$ cat src/rtl/bcd_convert_ctrl.sv
// rtl/bcd_convert_ctrl.sv - iterative shift/add-3 binary-to-BCD converter with start/busy/done handshake
module bcd_convert_ctrl #(
    parameter int N      = 10,
    parameter int DIGITS = 4
) (
    input  logic         clk,
    input  logic         rst,
    input  logic [N-1:0] bin_in,
    input  logic         start,
    input  logic         auto_en,
    output logic         busy,
    output logic         done,
    output logic         overflow,
    output logic [3:0]   D_unidades,
    output logic [3:0]   D_decenas,
    output logic [3:0]   D_centenas,
    output logic [3:0]   D_miles
);
    localparam int SW = 4 * DIGITS;
    localparam int CW = $clog2(N + 1);

    typedef enum logic [1:0] {IDLE, ADJ, SHF, DONE} state_t;

    state_t          state;
    logic [N-1:0]    shift_reg;
    logic [SW-1:0]   scratch;
    logic [SW-1:0]   scratch_adj;
    logic [15:0]     scratch16;
    logic [CW-1:0]   bit_cnt;
    logic            ovf_acc;
    logic [N-1:0]    last;
    logic            last_valid;
    logic            launch;

    // Auto mode relaunches only on a fresh value, so a held input converts once.
    assign launch = start || (auto_en && (!last_valid || (bin_in != last)));

    always_comb begin
        scratch_adj = scratch;
        for (int i = 0; i < DIGITS; i++) begin
            if (scratch[4*i +: 4] >= 4'd5) begin
                scratch_adj[4*i +: 4] = scratch[4*i +: 4] + 4'd3;
            end
        end
    end

    always_comb begin
        scratch16 = 16'(scratch);
    end

    always_ff @(posedge clk) begin
        if (!rst) begin
            state      <= IDLE;
            shift_reg  <= '0;
            scratch    <= '0;
            bit_cnt    <= '0;
            ovf_acc    <= 1'b0;
            last       <= '0;
            last_valid <= 1'b0;
            busy       <= 1'b0;
            done       <= 1'b0;
            overflow   <= 1'b0;
            D_unidades <= 4'd0;
            D_decenas  <= 4'd0;
            D_centenas <= 4'd0;
            D_miles    <= 4'd0;
        end else begin
            done <= 1'b0;
            case (state)
                IDLE: begin
                    if (launch) begin
                        shift_reg  <= bin_in;
                        last       <= bin_in;
                        last_valid <= 1'b1;
                        scratch    <= '0;
                        bit_cnt    <= CW'(N);
                        ovf_acc    <= 1'b0;
                        busy       <= 1'b1;
                        state      <= ADJ;
                    end
                end
                ADJ: begin
                    scratch <= scratch_adj;
                    state   <= SHF;
                end
                SHF: begin
                    {scratch, shift_reg} <= {scratch, shift_reg} << 1;
                    ovf_acc <= ovf_acc | scratch[SW-1];
                    bit_cnt <= bit_cnt - CW'(1);
                    state   <= (bit_cnt == CW'(1)) ? DONE : ADJ;
                end
                DONE: begin
                    D_unidades <= scratch16[3:0];
                    D_decenas  <= scratch16[7:4];
                    D_centenas <= scratch16[11:8];
                    D_miles    <= scratch16[15:12];
                    overflow   <= ovf_acc;
                    done       <= 1'b1;
                    busy       <= 1'b0;
                    state      <= IDLE;
                end
                default: state <= IDLE;
            endcase
        end
    end
endmodule
$ cat config.mk
export PLATFORM = sky130hd
export DESIGN_NAME = bcd_convert_ctrl
export DESIGN_NICKNAME = d
export VERILOG_FILES = /design/src/rtl/bcd_convert_ctrl.sv
export SDC_FILE = /design/constraint.sdc
export NUM_CORES = 1
export LEC_CHECK = 0
export ABC_AREA = 1
export CAP_MARGIN = 20
export CORE_AREA = 3 3 78 94
export DETAILED_ROUTE_END_ITERATION = 10
export DIE_AREA = 0 0 81 97
export GPL_ROUTABILITY_DRIVEN = 0
export PLACE_DENSITY = 0.72
export SYNTH_ARGS = -nofsm -noshare
export SYNTH_HDL_FRONTEND = slang
export SYNTH_SLANG_ARGS = --single-unit
$ cat constraint.sdc
create_clock -name clk -period 1.59 [get_ports clk]
set_clock_uncertainty 0.1 [all_clocks]
set_input_delay 0.477 -clock clk [delete_from_list [all_inputs] [get_ports clk]]
set_output_delay 0.477 -clock clk [all_outputs]
set_load 0.02 [all_outputs]
Word-level counts from Yosys, hierarchy flattened:

Cells that the tools add are included.

* $lt $le $gt $ge: 4
* add/sub/neg operators: 5
* bitwise gates (word level): 1
* equality and inequality tests: 10
* muxes and demuxes: 18
* reduce and logical (&&, ||, !) cells: 15

Operators with widths (number)
* 16-bit case mux with 3 select lines: 1
* 4-bit two-way mux: 5
* 10-bit case mux with 2 select lines: 1
* 4-bit by 2-bit adder with 4-bit output, second input constant: 4
* 4-bit by 3-bit greater-or-equal comparator with 1-bit output, second input constant: 4
* 16-bit two-way mux: 1
* 3-bit AND reduction: 4
* 10-bit two-way mux: 1
* 10-bit inequality test: 1
* 2-bit inequality test, second input constant: 5
* 2-bit case mux with 4 select lines: 1
* 4-bit case mux with 2 select lines: 1
* 2-bit AND reduction: 3
* 2-bit == test, second input constant: 2
* 4-bit by 1-bit == test with 1-bit output, second input constant: 1
* 2-bit two-way mux: 2
* 1-bit case mux with 2 select lines: 2
* 2-bit nonzero test: 2
* 4-bit by 1-bit subtractor with 4-bit output, second input constant: 1
* 1-bit two-way mux: 3
* 3-bit nonzero test: 1
* 2-bit by 1-bit == test with 1-bit output, second input constant: 1
* 2-bit zero test: 1
* 1-bit logical OR: 2
* 3 further kinds: 3

* word-level logic and storage cells: 70
* input bits: 14
* register bits: 63
* output and inout port bits: 19

Longest topological paths before layout:

Gate-level depths: netlist of run 1.

* depth after elaboration: 6
* mapped depth: 14
* depth with buffers taken out: 13

Worst setup path after synthesis of run 1:

Ideal clock, no wire load.

* kind: register to register
* start: register state[0]
* end: register scratch[4]
* data required time: 1.378 ns
* slack: -0.103 ns
* clock period less this slack: 1.693 ns
* stages on the path, launching flop included: 11
* buffers on the path: 2
* data arrival time: 1.481 ns
* path through: dfxtp_1 -> inv_1 -> ha_1 -> buf_2 -> clkinv_1 -> clkbuf_1 -> o22ai_1 -> nand2_1 -> nand3_1 -> nand2_1 -> nor2_1

* word-level cells in the longest chain between the ends: 3

RTL lines
* from (decl): RTL line 24 `state_t state;`
* from (signal assigned): RTL line 90 `state <= (bit_cnt == CW'(1)) ? DONE : ADJ;`
* 2-bit by 1-bit == test with 1-bit output (tied with other cells): RTL line 69 `case (state)`
* 2-bit inequality test (no source line) or 3-bit nonzero test (tied branches)
* 3-bit AND reduction (no source line)
* to (signal assigned): RTL line 83 `scratch <= scratch_adj;`
* to (signal assigned): RTL line 87 `{scratch, shift_reg} <= {scratch, shift_reg} << 1;`
* to (decl): RTL line 26 `logic [SW-1:0] scratch;`

Several ways; a longest one is shown, not always the timed one.
A chain may end at the register's enable or synchronous reset.

Worst setup path after layout of run 1:

* start: register last[0]
* end: register bit_cnt[0]

* word-level cells in the longest chain between the ends: 6

RTL lines
* from (decl): RTL line 31 `logic [N-1:0] last;`
* from (signal assigned): RTL line 73 `last <= bin_in;`
* 10-bit inequality test: RTL line 36 `assign launch = start || (auto_en && (!last_valid || (bin_in != last)));`
* 1-bit logical OR: RTL line 36
* 1-bit logical AND: RTL line 36
* 1-bit logical OR: RTL line 36
* 2-bit inequality test (no source line)
* 2-bit AND reduction (no source line)
* to (signal assigned): RTL line 76 `bit_cnt <= CW'(N);`
* to (signal assigned): RTL line 89 `bit_cnt <= bit_cnt - CW'(1);`
* to (decl): RTL line 29 `logic [CW-1:0] bit_cnt;`

Every way passes these cells.

==> Implementation_results.wiki, run 1 <==
{| class="wikitable"
! Metric !! Value
|-
| Outcome || finished, violations left
|-
| Violated checks || setup timing
|-
| Number of buffers and inverters on the critical path || 3
|-
| Die height || 97 um
|-
| Post-synthesis net count || 504
|-
| Worst path required time || 1.78 ns
|-
| Core region area || 0.006486 sq mm
|-
| Static leakage || 2.077 nW
|-
| Inserted Clock Buffers || 9
|-
| CTS clock-pin slew for the worst setup and hold paths || 0.08 ns
|-
| Cell type group with the largest total delay on the critical path || simple AND/OR/NAND/NOR gates
|-
| Total routing usage reported by global routing || 23.92%
|-
| Cells taking the most area after synthesis || sky130_fd_sc_hd__dfxtp_1 (39%), sky130_fd_sc_hd__nand2_1 (12%), sky130_fd_sc_hd__nor2_1 (8.3%)
|-
| Nets || 580
|-
| Via count of the routed design || 3,455
|-
| Wire length reported by the detailed router || 9347 um
|-
| EDFF count, synth || 0
|-
| Routed wirelength normalized by instance count || 14.56 um
|-
| Iteration-0 DRC Markers || 306
|-
| X dimension of the die || 81 um
|-
| Depth of the worst register-to-register path || 14
|-
| Hold_sp || bin_in[8]
|-
| Warnings, synthesis || 0
|-
| Average instance area after synthesis || 6.766 sq um
|-
| H-tree levels || 3
|-
| Power density over cell area || 1276 mW/mm^2
|-
| Worst Setup Start Kind || register
|-
| Capture instance of the worst register-to-register path || bit_cnt[0]$_SDFFE_PN0P_
|-
| Kind of critical path || register to register
|-
| Largest stage delay on the critical path || 0.37 ns
|-
| Largest fanout of any net on the critical path || 8
|-
| Die area || 0.007857 sq mm
|-
| Antenna violation net count after detailed routing || 0
|-
| Highest clock rate || 561.4 MHz
|-
| Via density || 5.382
|-
| Area post-placement || 0.003916 sq mm
|-
| Number of core rows || 32
|-
| Residual overflow from global routing || 0
|-
| Gr busiest metal || met2
|-
| Most frequent cell on the critical path || sky130_fd_sc_hd__nand2_1
|-
| Layout overhead on the synthesized area || 43.40%
|-
| Leading cell type by number of instances after synthesis || sky130_fd_sc_hd__nand2_1
|-
| Max reg flops || 16
|-
| Layout cells sized above 1 || 33.93%
|-
| Total standard cell area after synthesis || 0.003221 sq mm
|-
| Global routing usage on met1 || 27.03%
|-
| Number of search-and-repair iterations in the first detailed-routing pass || 4
|-
| Sequential fraction of the synthesis area || 39.16%
|-
| Clock insertion delay at the later pin of the skew report || 0.35 ns
|-
| Fraction of registers with async set or reset after synthesis || 0%
|-
| RR Startpoint || last[0]$_SDFFE_PN0P_
|-
| Netlist cell types || 23
|-
| Final hold vios || 0
|-
| Area share of the leading cell type in the synthesized netlist || 39.16%
|-
| Via count of the first global-routing pass || 3,363
|-
| Max_slew headroom || 74.84%
|-
| GR Util met2 || 42.63%
|-
| Number of inserted filler cells in the final layout || 503
|-
| Final design instance area without fill || 0.004618 sq mm
|-
| Power, Total || 0.005893 W
|-
| Worst-Margin Slew || 0.3735 ns
|-
| Worst hold path cell count || 3
|-
| # Max-Cap Violations || 0
|-
| CP Data Arrival Time || 1.97 ns
|-
| Total clock sinks || 63
|-
| Global Route met3 Usage || 3.818%
|-
| Hold Worst Slack || 0.3338 ns
|-
| Final setup margin || -0.1912 ns
|-
| Master cell of the clock root buffer || sky130_fd_sc_hd__clkbuf_8
|-
| Maximum number of buffers from clock root to sink || 2
|-
| Final Max Tran Viols || 0
|-
| Destination of the worst hold path || last[8]$_SDFFE_PN0P_
|-
| Number of antenna violations at the first check in global routing || 0
|-
| First-pass GRT wire length || 15,010 um
|-
| Antenna diode count || 0
|-
| Area of combinational cells with multiple inputs || 0.002056 sq mm
|-
| Biggest area consumer among synthesized cells || sky130_fd_sc_hd__dfxtp_1
|-
| Number of instances in the synthesized netlist || 476
|-
| Worst hold path type || input pin to register
|-
| Time the final worst path needs with I/O delays and setup || 1.781 ns
|-
| I/O pin count || 33
|-
| Leading cell types by count after synthesis || sky130_fd_sc_hd__nand2_1 (106), sky130_fd_sc_hd__nor2_1 (71), sky130_fd_sc_hd__dfxtp_1 (63)
|-
| Sequential Area || 0.001266 sq mm
|-
| Maximum number of pins on one net before global-route repair || 47
|-
| Dpl hpwl || 5409 um
|-
| Number of DRC violations after detailed routing || 0
|-
| Sort of element at the end of the critical path || register
|-
| Cell at the slowest stage of the critical path || sky130_fd_sc_hd__dfxtp_2
|-
| Synth Flop Type || sky130_fd_sc_hd__dfxtp_1
|-
| Ratio of final minimum period to clock period || 112.0%
|-
| CTS tree || built
|-
| Number of setup violations in the final report || 42
|-
| Setup TNS || -5.228 ns
|-
| Critical path, cell by cell || inv_2, nand2_1, nand2_1, nor2_1, nand2_1, nor2_2, nand2_1, nand2_2, nand3_4, buf_12, buf_16, nand3_2, nand2_1, nor2_1
|-
| Setup slack, reg-to-reg || -0.19 ns
|-
| Flops & latches, synth || 63
|-
| Count of input and output buffers || 32
|-
| Worst vdd ir || 0.0009448 V
|-
| Initial Utilization || 49.65%
|-
| Setup repair after global routing missed its margin || yes
|}
==> cells in the final DEF (no fill, tap or decap), types with 4 or more instances in the layout <==
cell type / n
sky130_fd_sc_hd__o21ai_0: 44
sky130_fd_sc_hd__nand3_1: 12
sky130_fd_sc_hd__nand2_1: 89
sky130_fd_sc_hd__nor2_1: 60
sky130_fd_sc_hd__buf_4: 44
sky130_fd_sc_hd__xnor2_1: 4
sky130_fd_sc_hd__dfxtp_1: 59
sky130_fd_sc_hd__inv_2: 9
sky130_fd_sc_hd__dlygate4sd2_1: 4
sky130_fd_sc_hd__ha_1: 11
sky130_fd_sc_hd__a21oi_1: 21
sky130_fd_sc_hd__inv_1: 33
sky130_fd_sc_hd__o22ai_1: 11
sky130_fd_sc_hd__a21oi_2: 15
sky130_fd_sc_hd__clkdlybuf4s15_1: 6
sky130_fd_sc_hd__buf_12: 4
sky130_fd_sc_hd__dfxtp_2: 4
sky130_fd_sc_hd__nand3_2: 20
sky130_fd_sc_hd__nand2_4: 4
sky130_fd_sc_hd__clkbuf_8: 9
sky130_fd_sc_hd__nor2_2: 9
sky130_fd_sc_hd__nand2_2: 13
sky130_fd_sc_hd__buf_6: 5
sky130_fd_sc_hd__nand3_4: 7
sky130_fd_sc_hd__a31oi_1: 4
sky130_fd_sc_hd__clkbuf_2: 15
==> through the flow <==
stage	util, %	setup slack [ns]	std cells
after floorplan	-	-0.03578	476
after global placement	60.38	-0.7727	614
final	71.20	-0.1912	642
after global routing	71.20	-0.3366	642
after CTS	69.58	-0.1460	641
after detailed placement	60.38	-0.8368	614
==> what timing repair did <==
item                       4_1_cts  5_1_grt
cloned                           6        0
hold buffers                     0        0
setup buffers                    5        3
resized for setup              115       78
pin swaps                       28       26
setup endpoints to repair       64       64
==> layer usage <==
layer | wire, um | vias to the layer above
li1 | - | 1691
met1 | 3633 | 1631
met2 | 5041 | 108
met3 | 360 | 25
met4 | 311 | 0
met5 | 0 | -
==> worst max-delay path by stage <==
stage | cells after the start | from | to
CTS | 13 | last[5]$_SDFFE_PN0P_ | bit_cnt[0]$_SDFFE_PN0P_
detailed placement | 14 | bin_in[5] | shift_reg[1]$_SDFFE_PN0P_
finish | 14 | last[0]$_SDFFE_PN0P_ | bit_cnt[0]$_SDFFE_PN0P_
global route | 14 | last[0]$_SDFFE_PN0P_ | bit_cnt[0]$_SDFFE_PN0P_
global placement | 14 | bin_in[5] | ovf_acc$_SDFFE_PN0P_
floorplan | 14 | bin_in[5] | scratch[5]$_SDFFE_PN0P_
==> final cells by class <==
type / count / area share [%]
tap: 85 / 2.303
clock inverter: 7 / 1.571
inverter: 49 / 4.579
clock buffer: 9 / 2.682
timing repair buffer: 88 / 16.93
sequential: 63 / 27.42
multi-input combinational: 341 / 44.51
==> where the power goes <==
part,switching [W],internal (W)
registers,0.000223,0.00183
clock network,0.000680,0.000725
logic,0.00139,0.00104
==> cell families (layout without fill, tap and decap cells) <==
kind of cell	Yosys count	count (layout)	share of synthesized area [%]
xor+xnor	6	6	1.632
compound gates	99	99	15.97
flops	63	63	39.16
fa+ha+maj	14	14	5.439
buf+inv	73	153	9.674
simple gates	221	222	28.13
==> worst register-to-register path: cells and delay by family, from the launching register on <==
| family | cells | cell delay (ns) |
|---|---|---|
| buffers and inverters | 3 | 0.38 |
| AND/OR/NAND/NOR | 11 | 0.87 |
| flip-flops | 1 | 0.37 |
(Power assumes the default switching activity.)
==> run 2: changes to the inputs <==
CORE_AREA = 3 3 77 94   (was 3 3 78 94)
CTS_BUF_LIST = sky130_fd_sc_hd__clkbuf_16   (was not set)
DIE_AREA = 0 0 80 97   (was 0 0 81 97)
PLACE_DENSITY = 0.73   (was 0.72)
==> run 2 against run 1 <==
  * The flow still finishes with violations (setup timing)
  * First-iteration DRC count rose by 22%
  * Register-to-register slack got worse by 0.14 ns
  * Die area fell by 1.2%
  * Sequential cell count did not move
  * Global-route usage grew 1.8 points
  * Largest cell class unchanged
  * Clock-buffer cell count did not move
  * Critical path depth fell by 1
  * Non-clock buffer count rose by 12
  * Cell count grew 1.9%
  * Combinational power increased by 5%
  * Wire length rose by 8.6%
==> Implementation_results.wiki, run 2 (synthesis gave the netlist of run 1 again) <==
{| class="wikitable"
! Metric !! Value
|-
| Outcome || finished, violations left
|-
| Violated checks || setup timing
|-
| Maximum number of pins on one net before global-route repair || 37 (-21%)
|-
| Final setup margin || -0.3293 ns (-0.1381 ns)
|-
| GR Util met2 || 43.94% (+1.3 points)
|-
| Worst path required time || 1.75 ns (-0.03 ns)
|-
| Max_slew headroom || 68.25% (-6.6 points)
|-
| Global Route met3 Usage || 3.724% (-0.093 points)
|-
| Clock insertion delay at the later pin of the skew report || 0.33 ns (-0.02 ns)
|-
| Most frequent cell on the critical path || sky130_fd_sc_hd__nand2_1
|-
| # Max-Cap Violations || 0 (unchanged)
|-
| Highest-count cells in the layout ignoring fill and taps || sky130_fd_sc_hd__nand2_1 (86), sky130_fd_sc_hd__dfxtp_1 (59), sky130_fd_sc_hd__nor2_1 (56), sky130_fd_sc_hd__buf_4 (55), sky130_fd_sc_hd__inv_1 (37)
|-
| Die area || 0.007760 sq mm (-1.2%)
|-
| Inserted Clock Buffers || 9 (unchanged)
|-
| Total routing usage reported by global routing || 25.71% (+1.8 points)
|-
| Max reg flops || 16 (unchanged)
|-
| Layout cells sized above 1 || 33.04% (-0.89 points)
|-
| Antenna diode count || 0 (unchanged)
|-
| X dimension of the die || 80 um (-1.2%)
|-
| Via count of the routed design || 3,548 (+2.7%)
|-
| Routed wirelength normalized by instance count || 15.52 um (+6.6%)
|-
| Number of core rows || 32 (unchanged)
|-
| Total clock sinks || 63 (unchanged)
|-
| Via density || 5.425 (+0.81%)
|-
| Number of DRC violations after detailed routing || 0 (unchanged)
|-
| Largest fanout of any net on the critical path || 7 (-1)
|-
| First-pass GRT wire length || 16,060 um (+7.0%)
|-
| Worst Setup Start Kind || register
|-
| Number of search-and-repair iterations in the first detailed-routing pass || 5 (+1)
|-
| Die height || 97 um (unchanged)
|-
| CTS tree || built
|-
| Kind of critical path || register to register
|-
| Via count of the first global-routing pass || 3,488 (+3.7%)
|-
| Final Max Tran Viols || 0 (unchanged)
|-
| Highest clock rate || 521.0 MHz (-7.2%)
|-
| Maximum number of buffers from clock root to sink || 2 (unchanged)
|-
| Initial Utilization || 50.27% (+0.62 points)
|-
| Largest stage delay on the critical path || 0.34 ns (-0.03 ns)
|-
| Nets || 592 (+2.1%)
|-
| Master cell of the clock root buffer || sky130_fd_sc_hd__clkbuf_16
|-
| Number of setup violations in the final report || 45 (+7.1%)
|-
| Power density over cell area || 1338 mW/mm^2 (+4.9%)
|-
| Number of antenna violations at the first check in global routing || 0 (unchanged)
|-
| Worst-Margin Slew || 0.4713 ns (+0.09782 ns)
|-
| Most common library cell in the layout ignoring fill and taps || sky130_fd_sc_hd__nand2_1
|-
| Ratio of final minimum period to clock period || 120.7% (+8.7 points)
|-
| Iteration-0 DRC Markers || 372 (+22%)
|-
| Antenna violation net count after detailed routing || 0 (unchanged)
|-
| CTS clock-pin slew for the worst setup and hold paths || 0.05 ns (-0.03 ns)
|-
| Cell at the slowest stage of the critical path || sky130_fd_sc_hd__dfxtp_2
|-
| Worst vdd ir || 0.0007944 V (-16%)
|-
| Hold Worst Slack || 0.3056 ns (-0.02819 ns)
|-
| Worst hold path type || input pin to register
|-
| Setup repair after global routing missed its margin || yes
|-
| Setup TNS || -11.58 ns (-6.357 ns)
|-
| Wire length reported by the detailed router || 10,150 um (+8.6%)
|-
| Static leakage || 2.225 nW (+7.1%)
|-
| CP Data Arrival Time || 2.08 ns (+0.11 ns)
|-
| Global routing usage on met1 || 29.58% (+2.6 points)
|-
| Layout overhead on the synthesized area || 50.97%
|-
| Gr busiest metal || met2
|-
| Dpl hpwl || 5509 um (+1.8%)
|-
| Residual overflow from global routing || 0 (unchanged)
|-
| Sort of element at the end of the critical path || register
|-
| Time the final worst path needs with I/O delays and setup || 1.919 ns (+0.1381 ns)
|-
| Hold-fix buffer count after cts || 0 (unchanged)
|-
| Number of inserted filler cells in the final layout || 443 (-12%)
|-
| Count of input and output buffers || 32 (unchanged)
|-
| Critical path, cell by cell || inv_1, nand2_1, nand2_1, nor2_1, nand2_1, nor2_1, nand2_1, nand2_2, nand3_4, buf_12, nand2_8, nand2_1, a21oi_2
|-
| Power, Total || 0.006505 W (+10%)
|-
| I/O pin count || 33 (unchanged)
|-
| Core region area || 0.006406 sq mm (-1.2%)
|-
| H-tree levels || 3 (unchanged)
|-
| Final hold vios || 0 (unchanged)
|}
run 2: timing repair:
item | CTS | global route
buffers inserted | 12 | 1
gates resized for setup | 127 | 64
pin swaps | 40 | 29
setup endpoints to repair | 64 | 60
gates cloned | 6 | 0
run 2: per-layer routing:
layer  share of wire, %  vias to the layer above
met5                  0                        -
met4                4.0                        0
met3                3.9                       45
met2                 55                      116
met1                 37                     1671
li1                   -                     1716
run 2: path summary, 6_finish.rpt:
path,startpoint,endpoint,slack (ns),depth (start not counted)
worst max-delay path,last[0]$_SDFFE_PN0P_,shift_reg[9]$_SDFFE_PN0P_,-0.33,13
worst min-delay path,bin_in[3],last[3]$_SDFFE_PN0P_,0.31,3
worst max register to register,last[0]$_SDFFE_PN0P_,shift_reg[9]$_SDFFE_PN0P_,-0.33,13
worst min register to register,last[0]$_SDFFE_PN0P_,last[0]$_SDFFE_PN0P_,0.37,2
run 2: power by group:
group | total (W) | leakage (nW) | switching [W] | internal [W]
Sequential | 0.00208 | 0.519 | 0.000249 | 0.00183
Clock | 0.00189 | 0.143 | 0.000703 | 0.00118
Combinational | 0.00254 | 1.56 | 0.00145 | 0.00108
Total | 0.00651 | 2.23 | 0.00241 | 0.00410
run 2: final cells by class:
type                            count  area [sq um]  share of cell area (%)
Clock inverter                      7         55.05                   1.132
Tap cell                           85         106.4                   2.187
Clock buffer                        9         225.2                   4.632
Timing Repair Buffer              100         927.1                   19.07
Sequential cell                    63          1266                   26.04
Inverter                           49         216.5                   4.452
Multi-Input combinational cell    341          2066                   42.49
run 2: through the flow:
| stage | area (sq um) | setup slack (ns) | instances | util (%) |
|---|---|---|---|---|
| 6_report | 4862 | -0.3293 | 654 | 75.90 |
| 5_1_grt | 4862 | -0.4787 | 654 | 75.90 |
| 4_1_cts | 4692 | -0.1488 | 655 | 73.24 |
| 3_5_place_dp | 3969 | -0.8320 | 621 | 61.95 |
| 3_3_place_gp | 3969 | -0.7634 | 621 | 61.95 |
| 2_1_floorplan | 3247 | -0.03578 | 476 | - |
run 2: worst max-delay path, delay by kind of cell (launching register included):
family / cells / cell delay (ns)
and+or+nand+nor: 10 / 0.98
AOI/OAI and AO/OA: 1 / 0.14
buffers and inverters: 2 / 0.27
DFF: 1 / 0.34
==> run 3: changes to the inputs <==
CORE_AREA = 5 5 86 88   (was 3 3 77 94)
DIE_AREA = 0 0 91 93   (was 0 0 80 97)
clock period = 1.58 ns   (was 1.59 ns; I/O delays follow)
==> run 3 against run 2 <==
  * The run still ends with setup timing left
  * Final area grew 1.5%
  * Sequential share of layout area is 0.33 points lower
  * First-iteration DRC count down 30%
  * Via count is 0.56% higher
  * Cell count is 1.5% lower
  * Clock power increased by 9%
  * Power rose by 3.0%
  * Critical path type is now input pin to register
  * Highest routed layer unchanged
==> Implementation_results.wiki, run 3 (synthesis gave the netlist of run 1 again) <==
{| class="wikitable"
! Metric !! Value
|-
| Die height || 93 um (-4.1%)
|-
| Worst Setup Start Kind || input pin
|-
| # Max-Cap Violations || 0 (unchanged)
|-
| Max_slew headroom || 72.25% (+4.0 points)
|-
| CTS clock-pin slew for the worst setup and hold paths || 0.05 ns (about the same)
|-
| Kind of critical path || input pin to register
|-
| Worst vdd ir || 0.0008114 V (+2.1%)
|-
| Hold Worst Slack || 0.3453 ns (+0.03973 ns)
|-
| Wire length reported by the detailed router || 10,110 um (-0.33%)
|-
| Die area || 0.008463 sq mm (+9.1%)
|-
| Total routing usage reported by global routing || 23.80% (-1.9 points)
|-
| Nets || 588 (-0.68%)
|-
| Master cell of the clock root buffer || sky130_fd_sc_hd__clkbuf_16
|-
| Combinational cell fraction of total power || 38.3% (-0.7 points)
|-
| Hold_sp || bin_in[3]
|-
| Clock power share || 30.7% (+1.7 points)
|-
| Final setup margin || -0.2748 ns (+0.05448 ns)
|-
| Pre-CTS WS || -0.8525 ns (-0.02047 ns)
|-
| Dpl hpwl || 5701 um (+3.5%)
|-
| CTS tree || built
|-
| Pint || 0.004307 W (+5.0%)
|-
| Hold-fix buffer count after cts || 0 (unchanged)
|-
| Ratio of final minimum period to clock period || 117.4%
|-
| Layout overhead on the synthesized area || 53.22%
|-
| Time the final worst path needs with I/O delays and setup || 1.855 ns
|-
| Largest fanout of any net on the critical path || 5 (-2)
|-
| Maximum number of buffers from clock root to sink || 2 (unchanged)
|-
| Initial Utilization || 49.03% (-1.2 points)
|-
| X dimension of the die || 91 um (+14%)
|-
| Routed wirelength normalized by instance count || 15.70 um (+1.2%)
|-
| Setup repair after global routing missed its margin || yes
|-
| Number of core rows || 30 (-6.3%)
|-
| Highest clock rate || 539.1 MHz
|-
| Number of DRC violations after detailed routing || 0 (unchanged)
|-
| Setup TNS || -8.320 ns (+3.265 ns)
|-
| Total clock sinks || 63 (unchanged)
|-
| Final Max Tran Viols || 0 (unchanged)
|-
| Layout cells sized above 1 || 34.04% (+1.0 points)
|-
| # placed instances || 612 (-1.4%)
|-
| Via density || 5.540 (+2.1%)
|-
| Sort of element at the end of the critical path || register
|-
| Worst-Margin Slew || 0.4119 ns (-0.05943 ns)
|-
| CP Data Arrival Time || 1.98 ns (-0.10 ns)
|-
| Antenna diode count || 0 (unchanged)
|-
| Number of inserted filler cells in the final layout || 423 (-4.5%)
|-
| Maximum number of pins on one net before global-route repair || 23 (-38%)
|-
| Residual overflow from global routing || 0 (unchanged)
|-
| Iteration-0 DRC Markers || 260 (-30%)
|-
| Violated checks || setup timing
|-
| Outcome || finished, violations left
|-
| Final hold vios || 0 (unchanged)
|-
| H-tree levels || 3 (unchanged)
|-
| Most common library cell in the layout ignoring fill and taps || sky130_fd_sc_hd__nand2_1
|-
| Highest-count cells in the layout ignoring fill and taps || sky130_fd_sc_hd__nand2_1 (84), sky130_fd_sc_hd__dfxtp_1 (57), sky130_fd_sc_hd__nor2_1 (56), sky130_fd_sc_hd__buf_4 (41), sky130_fd_sc_hd__o21ai_0 (38)
|-
| Static leakage || 2.222 nW (-0.14%)
|-
| First-pass GRT wire length || 16,240 um (+1.2%)
|-
| Worst hold path type || input pin to register
|-
| Switch share || 35.75% (-1.2 points)
|-
| Number of search-and-repair iterations in the first detailed-routing pass || 5 (unchanged)
|-
| Antenna violation net count after detailed routing || 0 (unchanged)
|-
| CP startpoint || bin_in[8]
|-
| Sw Pwr || 0.002396 W (-0.39%)
|-
| Max reg flops || 16 (unchanged)
|-
| I/O pin count || 33 (unchanged)
|-
| Via count of the routed design || 3,568 (+0.56%)
|-
| RR Startpoint || last[0]$_SDFFE_PN0P_
|-
| Inserted Clock Buffers || 9 (unchanged)
|-
| Number of setup violations in the final report || 44 (-2.2%)
|-
| Count of input and output buffers || 32 (unchanged)
|-
| Clock insertion delay at the later pin of the skew report || 0.33 ns (about the same)
|-
| Worst path required time || 1.71 ns (-0.04 ns)
|-
| Power density over cell area || 1358 mW/mm^2 (+1.5%)
|-
| Number of antenna violations at the first check in global routing || 0 (unchanged)
|-
| Via count of the first global-routing pass || 3,452 (-1.0%)
|-
| Sequential group share of total power || 31.1% (-0.9 points)
|-
| Core region area || 0.006569 sq mm (+2.5%)
|-
| Final standard cell count with taps included and fillers excluded || 644 (-1.5%)
|}
[run 3: cell count changes in the layout (fill, tap and decap cells not counted), sizes merged]
cell           before  now
buf                72   69
bufinv              1    2
clkbuf             10   15
clkdlybuf4s15      12   14
clkinv              7    5
dlygate4sd2        12    4
[run 3: power by group through the flow]
stage | registers [W] | clock network, W | logic (W)
floorplan | 0.00207 | 0 | 0.00122
global placement | 0.00206 | 0 | 0.00188
detailed placement | 0.00207 | 0 | 0.00192
CTS | 0.00205 | 0.00206 | 0.00234
global route | 0.00211 | 0.00215 | 0.00278
finish | 0.00208 | 0.00206 | 0.00256
[run 3: layout make-up]
class | count | area [sq um] | share of cell area, %
clock buffers | 9 | 225.2 | 4.564
clock inverters | 6 | 76.32 | 1.547
inverters | 49 | 229.0 | 4.640
multi-input cells | 341 | 2036 | 41.25
flip-flops and latches | 63 | 1269 | 25.71
well taps | 80 | 100.1 | 2.028
repair buffers | 96 | 999.7 | 20.26
[run 3: path summary, 6_finish.rpt]
kind	end	slack (ns)	depth (start not counted)
worst max-delay path	bit_cnt[1]$_SDFFE_PN0P_	-0.27	14
worst min-delay path	last[3]$_SDFFE_PN0P_	0.35	3
worst max register to register	bit_cnt[1]$_SDFFE_PN0P_	-0.27	14
worst min register to register	shift_reg[0]$_SDFFE_PN0P_	0.36	2
[run 3: timing repair]
| item | in CTS | in global routing |
|---|---|---|
| buffers inserted | 10 | 4 |
| endpoints found under the setup margin | 64 | 61 |
| resized for setup | 130 | 68 |
| gates cloned | 7 | 0 |
| pin swaps | 34 | 32 |
| endpoints found under the hold margin | 0 | 0 |
[run 3: critical path, stage by stage]
cell,delay (ns)
sky130_fd_sc_hd__clkdlybuf4s15_1,0.21
sky130_fd_sc_hd__inv_2,0.07
sky130_fd_sc_hd__nand2_1,0.05
sky130_fd_sc_hd__nand2_1,0.06
sky130_fd_sc_hd__nand3_1,0.08
sky130_fd_sc_hd__nor2_1,0.14
sky130_fd_sc_hd__nand2_1,0.08
sky130_fd_sc_hd__nand2_2,0.10
sky130_fd_sc_hd__nand3_4,0.10
sky130_fd_sc_hd__buf_6,0.15
sky130_fd_sc_hd__buf_12,0.13
sky130_fd_sc_hd__buf_16,0.13
sky130_fd_sc_hd__a21oi_2,0.14
sky130_fd_sc_hd__nor2_1,0.06
[run 3: metal layers]
metal  vias up  track usage, %  wire length, um
met4         0           12.35              318
li1       1713               -                -
met2       143           41.95             5246
met1      1684           27.56             3979
met5         -               0                0
met3        28           4.023              570
[run 3: stage by stage]
stage | power (W) | instance area, sq um | utilization, %
CTS | 0.006455 | 4845 | 73.75
detailed placement | 0.003990 | 4026 | 61.30
global route | 0.007044 | 4935 | 75.12
floorplan | 0.003295 | 3281 | -
global placement | 0.003933 | 4026 | 61.30
finish | 0.006703 | 4935 | 75.12
